File: config.mk
export PLATFORM = sky130hd
export DESIGN_NAME = sadd_ctrl
export DESIGN_NICKNAME = d
export VERILOG_FILES = /design/src/rtl/sadd_ctrl.sv
export SDC_FILE = /design/constraint.sdc
export NUM_CORES = 1
export LEC_CHECK = 0
export CORE_UTILIZATION = 43
export DETAILED_ROUTE_END_ITERATION = 10
export DONT_BUFFER_PORTS = 1
export SLEW_MARGIN = 15
export SYNTH_ARGS = -nofsm -noshare
export SYNTH_HDL_FRONTEND = slang
export SYNTH_SLANG_ARGS = --single-unit
File: constraint.sdc
create_clock -name clk -period 1.7 [get_ports clk]
set_input_delay 0.34 -clock clk [delete_from_list [all_inputs] [get_ports clk]]
set_output_delay 0.34 -clock clk [all_outputs]
set_load 0.02 [all_outputs]
File: src/rtl/sadd_ctrl.sv
// Word-level sequencer around a one-carry serial full adder: adds or subtracts
// two W-bit operands LSB-first over W cycles with a start/busy/done handshake.
module sadd_ctrl #(
    parameter int W = 8
) (
    input  logic         clk,
    input  logic         rst,
    input  logic         start,
    input  logic         sub,
    input  logic [W-1:0] a,
    input  logic [W-1:0] b,
    output logic         busy,
    output logic         done,
    output logic [W-1:0] sum,
    output logic         cout
);

    localparam int CW = (W > 1) ? $clog2(W) : 1;
    localparam logic [CW-1:0] LAST = CW'(W - 1);

    typedef enum logic [1:0] {IDLE, SHIFT, DONE} state_t;

    state_t        state_q, state_d;
    logic [W-1:0]  a_q, a_d;
    logic [W-1:0]  b_q, b_d;
    logic [W-1:0]  part_q, part_d;
    logic [W-1:0]  sum_q, sum_d;
    logic          carry_q, carry_d;
    logic          cout_q, cout_d;
    logic [CW-1:0] cnt_q, cnt_d;
    logic          s_bit;
    logic [W:0]    part_ext;

    always_comb begin
        state_d  = state_q;
        a_d      = a_q;
        b_d      = b_q;
        part_d   = part_q;
        sum_d    = sum_q;
        carry_d  = carry_q;
        cout_d   = cout_q;
        cnt_d    = cnt_q;
        s_bit    = a_q[0] ^ b_q[0] ^ carry_q;
        // Slicing the extended vector keeps the shift-in legal for W=1.
        part_ext = {s_bit, part_q};

        case (state_q)
            IDLE: begin
                if (start) begin
                    a_d     = a;
                    b_d     = sub ? ~b : b;
                    carry_d = sub;
                    cnt_d   = '0;
                    part_d  = '0;
                    state_d = SHIFT;
                end
            end
            SHIFT: begin
                carry_d = (a_q[0] & b_q[0]) | (a_q[0] & carry_q) | (b_q[0] & carry_q);
                part_d  = part_ext[W:1];
                a_d     = a_q >> 1;
                b_d     = b_q >> 1;
                cnt_d   = cnt_q + CW'(1);
                if (cnt_q == LAST) begin
                    sum_d   = part_ext[W:1];
                    cout_d  = carry_d;
                    state_d = DONE;
                end
            end
            DONE: begin
                state_d = IDLE;
            end
            default: begin
                state_d = IDLE;
            end
        endcase
    end

    always_ff @(posedge clk or posedge rst) begin
        if (rst) begin
            state_q <= IDLE;
            carry_q <= 1'b0;
            cnt_q   <= '0;
            sum_q   <= '0;
            cout_q  <= 1'b0;
        end else begin
            state_q <= state_d;
            carry_q <= carry_d;
            cnt_q   <= cnt_d;
            sum_q   <= sum_d;
            cout_q  <= cout_d;
        end
    end

    // Operand and partial-sum shifters are reloaded on every accepted start.
    always_ff @(posedge clk) begin
        a_q    <= a_d;
        b_q    <= b_d;
        part_q <= part_d;
    end

    assign busy = (state_q == SHIFT);
    assign done = (state_q == DONE);
    assign sum  = sum_q;
    assign cout = cout_q;

endmodule

==> flow_metrics.py <==
metrics = {
    "pwr": {
        "p_int_w": 0.002869,
        "p_leak_nw": 0.8038,
        "switchingPower_w": 0.001115,
        "ir_worst_vdd_uv": 819.5,
        "pwr-share-clk_pct": 23.5,
        "switching_share_pct": 27.98,
        "comb_power_share_pct": 28.7,
        "p_per_area_nw_per_um2": 2092,
        "seqPwrFrac_pct": 47.8,
    },
    "cells_and_area": {
        "finish.utilization_pct": 51.25,
        "num_antenna_cells": 0,
        "drive_above_1_share_pct": 35.40,
        "areaGrowthSynthToFinish_pct": 12.99,
        "final_nets": 135,
        "layoutNonFillerInstCount": 161,
        "fillers": 335,
    },
    "die": {
        "start_util_pct": 45.35,
        "dieArea_um2": 4174,
        "die_h_um": 64.61,
        "coreArea_um2": 3716,
        "die_w_um": 64.61,
        "ios": 31,
        "rows": 22,
    },
    "critical_path": {
        "cp.buffers_inverters": 1,
        "cp_common_cell": "ha_1",
        "path_cells": "ha_1 -> ha_1 -> nand3b_1 -> buf_4 -> mux2_2",
        "critPathSlowestCell": "dfrtp_1",
        "startpoint": "cnt_q[0]",
        "cp-end-kind": "flip-flop",
        "critPathMaxStageDelay_ns": 0.39,
        "reg2reg_slack_ns": 0.17,
        "path_max_fanout": 10,
        "critPathRequiredTime_ns": 1.87,
        "critPathLaunchType": "flip-flop",
        "r2r_start": "cnt_q[0]",
        "critPathKind": "reg -> reg",
        "crit_family": "adder cells",
        "arrival_ns": 1.69,
    },
    "sta": {
        "rsz0062_at_grt": "no",
        "finalCritPeriodShare_pct": 89.78,
        "hold_viol_final": 0,
        "setup_violations": 0,
        "maxSlewViolCount": 0,
        "fmax_ghz": 0.6552,
        "tightest_slew_ns": 0.5970,
        "slew_headroom_pct": 60.16,
        "setup_ws_ns": 0.1738,
        "clock_skew_ns": 0.007079,
        "period_needed_ns": 1.526,
        "setup_tns_ns": 0,
        "hold_ws_ns": 0.001766,
    },
    "placement": {
        "place_hpwl_um": 1836,
        "dp_cells": 153,
        "gp_congestion": 0.7054,
        "io_buffers": 0,
        "pre_cts_ws_ns": 0.1612,
    },
    "yosys": {
        "synth_nets": 126,
        "synth_warnings": 0,
        "synth_ff_type": "edfxtp_1",
        "synth_cells": 103,
        "yosysSeqAreaShare_pct": 63.25,
        "ys_seq_elements": 38,
        "synth_area_um2": 1685,
        "synthArstFlopShare_pct": 39.47,
        "synth-edff-count": 23,
        "synth_cell_types": 26,
        "avgSynthCellArea_um2": 16.36,
    },
    "global_routing": {
        "grt_pass1_wl_um": 4491,
        "grt_max_degree": 22,
        "grt_pass1_vias": 922,
        "grt-ovfl-total": 0,
        "grt_util_all_layers_pct": 14.95,
        "antenna_found_initial": 0,
    },
    "route": {
        "vias_per_cell": 5.118,
        "vias": 824,
        "route.detailed.drc": 0,
        "drt-total-wl_um": 2569,
        "drt_iter0_drc": 57,
        "wl_per_cell_um": 15.96,
        "drt-pass1-iter-count": 3,
        "antenna_left": 0,
    },
    "cts": {
        "cts_tree": "built",
        "path_clk_slew_ns": 0.08,
        "numCtsBuffers": 5,
        "clock_latency_ns": 0.28,
        "holdBufCountCts": 0,
        "clockBufferDepth": 2,
        "post_cts_resized": 0,
        "post-cts-setup-buffers": 0,
        "cts.sinks": 38,
        "htreeDepth": 2,
        "cts_root_buffer": "clkbuf_8",
    },
    "hold_path": {
        "hold_path.class": "in -> async",
    },
    "run": {
        "cap_violations": 0,
    },
    "outcome": {
        "outcome": "completed",
    },
}
[layer usage]
layer | GRT usage [%] | vias up | share of wire [%]
met3 | 4.754 | 5 | 5.3
met4 | 6.667 | 0 | 1.3
met1 | 18.95 | 409 | 44
met5 | 0 | - | 0
met2 | 23.29 | 27 | 49
li1 | - | 383 | -
[synth_stat cells, types with 2 or more instances]
master    count  area (um^2)
a22o_1        2        17.52
and2_1        7        43.79
buf_2         2        10.01
dfrtp_1      15        375.4
edfxtp_1     23        690.7
ha_1          2        25.02
inv_1         4        15.01
mux2_2       17        191.4
mux2_4        7        105.1
nor2b_1       2        12.51
xor2_1        7        61.31
[layout by cell type, fill, tap and decap left out]
cell,instances
nand2b_1,1
mux2_2,17
nor4b_1,1
or2b_1,1
nor2b_1,2
xnor2_1,1
nand3b_1,1
buf_4,6
nor2_1,1
and2_1,7
buf_12,1
o21bai_1,1
a22o_1,2
ha_1,2
xor2_1,7
nor3b_1,1
edfxtp_1,23
dfrtp_1,15
fa_1,1
nor2b_2,1
a211oi_1,1
bufinv_16,2
inv_1,4
clkbuf_8,6
mux2_4,7
a21oi_1,1
[path summary, 6_finish.rpt]
| check | to | depth (start not counted) |
|---|---|---|
| max | sum[7] | 5 |
| min | sum[5] | 1 |
| max reg2reg | sum[7] | 5 |
| min reg2reg | sum[0] | 1 |
| max in group asynchronous | cnt_q[1] | 1 |
| min in group clk | state_q[0] | 2 |
[registers in the layout, indices dropped and copies added (netlist names)]
signal and cells:
a_q 8, b_q 8, carry_q 1, cnt_q 3, cout 1, part_q 7
state_q 2, sum 8
[metrics by stage]
step           power (W)  instance area, um^2
2_1_floorplan   0.002826                 1685
3_3_place_gp    0.003016                 1762
4_1_cts         0.004053                 1904
5_1_grt         0.004257                 1904
3_5_place_dp    0.003102                 1762
6_report        0.003983                 1904
[kinds of logic after synthesis]
family | after synthesis | synth area share, %
flops | 38 | 63.25
compound gates | 5 | 2.227
simple gates | 16 | 6.311
xor+xnor | 8 | 4.158
fa+ha+maj | 3 | 2.672
buf+inv | 9 | 3.786
mux | 24 | 17.59
[power groups by stage]
stage          Clock, W  Sequential [W]  Combinational [W]
4_1_cts        0.000962         0.00192            0.00117
3_3_place_gp          0         0.00191            0.00111
3_5_place_dp          0         0.00194            0.00117
5_1_grt        0.000991         0.00196            0.00130
6_report       0.000938         0.00190            0.00114
2_1_floorplan         0         0.00187           0.000957
[final cells by class]
cell class                      count  area [um^2]  share of cell area [%]
Clock buffer                        6        82.58                   4.336
Timing Repair Buffer                7        65.06                   3.417
Clock inverter                      2        60.06                   3.154
Multi-Input combinational cell     56        555.5                   29.17
Sequential cell                    38         1066                   55.98
Tap cell                           48        60.06                   3.154
Inverter                            4        15.01                  0.7884
Power figures use the tool's default switching activity.
